<file path="src/rtl/stopwatch_ctrl_fsm.sv">
// Stopwatch control FSM: synchronised, debounced push-buttons produce release events that
// drive a Moore state machine for the time-counter enable, display freeze and counter clear.
module stopwatch_ctrl_fsm #(
  parameter int unsigned DEB_CYCLES     = 50000,
  parameter int unsigned LONG_CYCLES    = 100000000,
  parameter bit          BTN_ACTIVE_LOW = 1'b1,
  parameter bit          PAUSE_TOGGLE   = 1'b1
) (
  input  logic       clk,
  input  logic       rst_n,
  input  logic [3:0] btn,
  output logic       conta_tempo,
  output logic       pausa_display,
  output logic       zera_tempo,
  output logic [3:0] led,
  output logic [1:0] estado,
  output logic       evt_pulse
);

  localparam int DW = $clog2(DEB_CYCLES + 1);
  localparam int HW = $clog2(LONG_CYCLES + 1);
  localparam logic [DW-1:0] DEB_LAST = DW'(DEB_CYCLES - 1);
  localparam logic [DW-1:0] DEB_ONE  = DW'(1);
  localparam logic [HW-1:0] LONG_MAX = HW'(LONG_CYCLES);
  localparam logic [HW-1:0] HOLD_ONE = HW'(1);

  typedef enum logic [1:0] {
    S_RESET    = 2'd0,
    S_CONTANDO = 2'd1,
    S_PAUSADO  = 2'd2,
    S_PARADO   = 2'd3
  } state_t;

  // Event vector bit positions, also the priority order (highest index wins)
  localparam int EV_COUNT = 0;
  localparam int EV_PAUSE = 1;
  localparam int EV_STOP  = 2;
  localparam int EV_RESET = 3;

  logic [3:0] pressed_raw;
  logic [3:0] sync1_q, sync2_q;
  logic [3:0] deb_q, deb_d;
  logic [3:0] release_evt;
  logic [HW-1:0] hold_q, hold_d, hold_inc;
  logic          long_press;
  logic [3:0] evt_q, evt_d;

  state_t     state_q, state_d;
  logic       evt_pulse_q, evt_pulse_d;
  logic [3:0] led_q, led_d;
  logic       zera_q, zera_d;
  logic       conta_q, conta_d;
  logic       pausa_q, pausa_d;

  // Internally everything works on "pressed = 1"
  assign pressed_raw = BTN_ACTIVE_LOW ? ~btn : btn;

  always_ff @(posedge clk or negedge rst_n) begin
    if (!rst_n) begin
      sync1_q <= '0;
      sync2_q <= '0;
    end else begin
      sync1_q <= pressed_raw;
      sync2_q <= sync1_q;
    end
  end

  generate
    for (genvar gi = 0; gi < 4; gi++) begin : g_deb
      logic [DW-1:0] cnt_q, cnt_d;
      logic          lvl_q, lvl_d;

      always_comb begin
        cnt_d = '0;
        lvl_d = lvl_q;
        if (sync2_q[gi] != lvl_q) begin
          if (cnt_q == DEB_LAST) begin
            lvl_d = sync2_q[gi];
          end else begin
            cnt_d = cnt_q + DEB_ONE;
          end
        end
      end

      always_ff @(posedge clk or negedge rst_n) begin
        if (!rst_n) begin
          cnt_q <= '0;
          lvl_q <= 1'b0;
        end else begin
          cnt_q <= cnt_d;
          lvl_q <= lvl_d;
        end
      end

      assign deb_q[gi]       = lvl_q;
      assign deb_d[gi]       = lvl_d;
      assign release_evt[gi] = lvl_q & ~lvl_d;
    end
  endgenerate

  // Hold time includes the release edge, so a press debounced-held for LONG_CYCLES counts as long
  always_comb begin
    hold_inc = (hold_q == LONG_MAX) ? hold_q : hold_q + HOLD_ONE;
    hold_d   = (deb_q[0] && !release_evt[0]) ? hold_inc : '0;
  end

  assign long_press = (hold_inc == LONG_MAX);

  always_comb begin
    evt_d           = '0;
    evt_d[EV_RESET] = release_evt[3] | (release_evt[0] & long_press);
    evt_d[EV_STOP]  = release_evt[0] & ~long_press;
    evt_d[EV_PAUSE] = release_evt[1];
    evt_d[EV_COUNT] = release_evt[2];
  end

  always_ff @(posedge clk or negedge rst_n) begin
    if (!rst_n) begin
      hold_q <= '0;
      evt_q  <= '0;
    end else begin
      hold_q <= hold_d;
      evt_q  <= evt_d;
    end
  end

  // State register (outputs are registered alongside it so they cannot glitch)
  always_ff @(posedge clk or negedge rst_n) begin
    if (!rst_n) begin
      state_q     <= S_RESET;
      evt_pulse_q <= 1'b0;
      led_q       <= 4'b1000;
      zera_q      <= 1'b1;
      conta_q     <= 1'b0;
      pausa_q     <= 1'b0;
    end else begin
      state_q     <= state_d;
      evt_pulse_q <= evt_pulse_d;
      led_q       <= led_d;
      zera_q      <= zera_d;
      conta_q     <= conta_d;
      pausa_q     <= pausa_d;
    end
  end

  // Next state: only the highest-priority event is considered; if it has no
  // transition from the current state it is simply dropped.
  always_comb begin
    state_d = state_q;
    if (evt_q[EV_RESET]) begin
      state_d = S_RESET;
    end else if (evt_q[EV_STOP]) begin
      if (state_q == S_CONTANDO || state_q == S_PAUSADO) begin
        state_d = S_PARADO;
      end
    end else if (evt_q[EV_PAUSE]) begin
      if (state_q == S_CONTANDO) begin
        state_d = S_PAUSADO;
      end else if (state_q == S_PAUSADO && PAUSE_TOGGLE) begin
        state_d = S_CONTANDO;
      end
    end else if (evt_q[EV_COUNT]) begin
      if (state_q != S_CONTANDO) begin
        state_d = S_CONTANDO;
      end
    end
    evt_pulse_d = (state_d != state_q);
  end

  // Output decode of the next state, captured by the state register
  always_comb begin
    led_d   = 4'b0000;
    zera_d  = 1'b0;
    conta_d = 1'b0;
    pausa_d = 1'b0;
    unique case (state_d)
      S_RESET: begin
        led_d  = 4'b1000;
        zera_d = 1'b1;
      end
      S_CONTANDO: begin
        led_d   = 4'b0100;
        conta_d = 1'b1;
      end
      S_PAUSADO: begin
        led_d   = 4'b0010;
        conta_d = 1'b1;
        pausa_d = 1'b1;
      end
      S_PARADO: begin
        led_d = 4'b0001;
      end
      default: begin
        led_d  = 4'b1000;
        zera_d = 1'b1;
      end
    endcase
  end

  assign estado        = state_q;
  assign led           = led_q;
  assign zera_tempo    = zera_q;
  assign conta_tempo   = conta_q;
  assign pausa_display = pausa_q;
  assign evt_pulse     = evt_pulse_q;

endmodule

</file>
<file path="config.mk">
export PLATFORM = sky130hd
export DESIGN_NAME = stopwatch_ctrl_fsm
export DESIGN_NICKNAME = d
export VERILOG_FILES = /design/src/rtl/stopwatch_ctrl_fsm.sv
export SDC_FILE = /design/constraint.sdc
export NUM_CORES = 1
export LEC_CHECK = 0
export CAP_MARGIN = 15
export CORE_UTILIZATION = 35
export CTS_BUF_LIST = sky130_fd_sc_hd__clkbuf_4 sky130_fd_sc_hd__clkbuf_8
export DETAILED_ROUTE_END_ITERATION = 7
export GPL_TIMING_DRIVEN = 0
export HOLD_SLACK_MARGIN = 0.02
export PLACE_DENSITY_LB_ADDON = 0.12
export SETUP_SLACK_MARGIN = 0.2
export SYNTH_ARGS = -nofsm -noshare
export SYNTH_HDL_FRONTEND = slang
export SYNTH_SLANG_ARGS = --single-unit
</file>
<file path="constraint.sdc">
create_clock -name clk -period 3.1 [get_ports clk]
set_input_delay 0.62 -clock clk [delete_from_list [all_inputs] [get_ports clk]]
set_output_delay 0.62 -clock clk [all_outputs]
set_load 0.05 [all_outputs]
</file>
==> reports/metrics.yaml <==
outcome: "completed"
grt_usage_pct: 14.29
ys_ff_latch: 115
hp-class: "reg -> reg"
drive_gt1_share_pct: 10.08
hpwlAfterDp_mm: 6.971
relSlewSlack_pct: 55.08
slowest_stage: "or4_4"
setup-violations-final: 0
fin_crit_sh_pct: 91.83
first_pass_iters: 6
syn_nets: 570
tightest_slew_ps: 669.3
via_per_inst: 4.729
area_delta_synth_final_pct: 15.65
grt_max_degree: 93
async_flop_share_pct: 100.0
startpoint_type: "flip-flop"
vias: 3859
reg2reg_depth: 8
ys_types: 45
place.gp.congestion: 0.7774
cts-htree-levels: 4
design.portCount: 16
clkTransAtPathRegs_ps: 70
p_per_area_nw_per_um2: 449.3
synthFlopType: "dfrtp_1"
portBuffers: 15
max_stage_delay_ps: 560
worstPathArrival_ps: 3160
cp.required_ps: 3420
preCtsSetupSlack_ps: 44.67
rows: 45
period_needed_ps: 2847
reg2reg_slack_ps: 250
synth_area_leaders: "dfrtp_1 (52%), xor2_1 (8.4%), nor2_1 (7.5%)"
drcViolationCount: 0
layout_common_cells: "dfrtp_1 (114), nor2_1 (110), xor2_1 (53)"
hold_path_depth: 0
fp.dieH_um: 127.8
clk_latency_ps: 430
worstPathMaxFanout: 8
netlist_instances: 554
vdd_drop_max_uv: 258.4
clock_path_buffers: 2
start_util_pct: 36.17
synth_top_cell_by_area: "dfrtp_1"
critPathKind: "reg -> reg"
synth_edf_count: 0
grt_pass1_vias: 3918
grt_antenna_before_repair: 0
fmax_mhz: 351.3
grt_overflow: 0
path_cells: "buf_6, or4_4, nor4_4, nand4_4, or3_1, a211o_1, or3_4, o41ai_4"
core_area_sq_um: 15310
cts_buffers: 17
yosysSeqAreaShare_pct: 51.98
dr.first_iter.drc_count: 153
netlist.area_leader.share_pct: 51.50
fin_ws_ps: 253.3
grt_setup_unrepaired: "yes"
n_antenna_cell: 0
final_common_cell: "dfrtp_1"
grt_pass1_wl_mm: 18.18
avgSynthCellArea_sq_um: 9.998
routedWlPerCell_um: 12.75
total_leakage_power_nw: 2.829
finalHoldViolCount: 0
dieArea_sq_um: 16330
drv_cap: 0
crit_path_end_kind: "flip-flop"
power_mw: 2.878
final-max-slew-violation-count: 0
fin_skew_ps: 10.31
fp.dieW_um: 127.8
cts_root_buf: "clkbuf_8"
final_nets: 608
fill_cells: 1512
cts_sinks: 115
cp_top_family: "simple AND/OR/NAND/NOR gates"
crit_cells: 8
routed_wl_mm: 10.41
yosys_warnings: 0
synthesis.area_sq_um: 5539
ant_nets: 0
critPathBufInv: 1
cts_tree: "yes"
-- registers in the layout, summed over array words and instances, names as in the netlist --
name           cells
g_deb.cnt_q       64
hold_q            27
evt_q              4
g_deb.lvl_q        4
sync1_q            4
sync2_q            4
led                3
estado             2
conta_tempo        1
evt_pulse          1
pausa_display      1
-- kinds of logic (layout without fill, tap and decap cells) --
family / after synthesis / in the layout / synth area share [%]
buf+inv: 33 / 84 / 2.530
flops: 115 / 115 / 51.98
xor+xnor: 89 / 89 / 14.07
fa+ha+maj: 10 / 10 / 2.259
simple gates: 277 / 277 / 25.28
mux: 4 / 4 / 0.8131
compound gates: 26 / 26 / 3.072
-- metrics by stage --
| step | cells | util [%] | hold WS [ps] | area [sq um] | TNS, ps |
|---|---|---|---|---|---|
| 3_5_place_dp | 782 | 39.13 | 334.7 | 5992 | 0 |
| 3_3_place_gp | 780 | 38.87 | 333.3 | 5953 | -351250 |
| 5_1_grt | 816 | 41.83 | 358.6 | 6406 | 0 |
| 2_1_floorplan | 554 | - | 324.4 | 5539 | 0 |
| 4_1_cts | 816 | 41.74 | 350.9 | 6392 | 0 |
| 6_report | 816 | 41.83 | 349.8 | 6406 | 0 |
-- routing by layer --
layer	vias to the layer above	track usage (%)	share of wire, %	routed length (um)
met5	-	0	0	0
met4	0	5.882	1.5	161
met3	14	4.549	2.9	301
met2	45	22.44	47	4861
met1	1862	18.20	49	5081
li1	1938	-	-	-
-- synthesized netlist by cell type, drive strengths merged (8+ instances only) --
| master | n |
|---|---|
| dfrtp | 114 |
| nor2 | 110 |
| xor2 | 53 |
| nand2 | 37 |
| xnor2 | 36 |
| nand3 | 31 |
| and3 | 23 |
| nand4 | 21 |
| clkbuf | 15 |
| inv | 14 |
| nor3 | 12 |
| ha | 10 |
| a21oi | 8 |
-- worst reg2reg max path, stage by stage, from the launching register on --
cell,delay [ps]
dfrtp_1,380
buf_6,130
or4_4,560
nor4_4,200
nand4_4,120
or3_1,340
a211o_1,310
or3_4,380
o41ai_4,300
-- path summary, 6_finish.rpt --
path	from	endpoint
worst max-delay path	hold_q[3]	evt_q[3]
max in group asynchronous	rst_n	led[3]
worst max register to register	hold_q[3]	evt_q[3]
min in group asynchronous	rst_n	g_deb[1].cnt_q[2]
worst min-delay path	sync1_q[1]	sync2_q[1]
worst min register to register	sync1_q[1]	sync2_q[1]
-- layout make-up --
| type | count | area (sq um) | area share (%) |
|---|---|---|---|
| Buffer | 19 | 95.09 | 1.484 |
| Clock buffer | 25 | 300.3 | 4.688 |
| Clock inverter | 7 | 60.06 | 0.9375 |
| Inverter | 14 | 52.55 | 0.8203 |
| Multi-Input combinational cell | 406 | 2549 | 39.79 |
| Sequential cell | 115 | 2879 | 44.94 |
| Tap cell | 211 | 264.0 | 4.121 |
| Timing Repair Buffer | 19 | 206.4 | 3.223 |
-- what timing repair did --
item | in CTS | in global routing
buffers inserted | 1 | 0
hold buffers | 1 | 0
gates resized for setup | 3 | 13
setup endpoints to repair | 2 | 2
hold endpoints to repair | 18 | 0
pin swaps | 2 | 0
-- where the power goes --
group	total [mW]	internal (mW)	switching [mW]
Sequential	1.53	1.52	0.0116
Combinational	0.0765	0.0245	0.0520
Clock	1.27	0.707	0.563
Total	2.88	2.25	0.627
No activity file was read; power rests on OpenSTA's default activity.
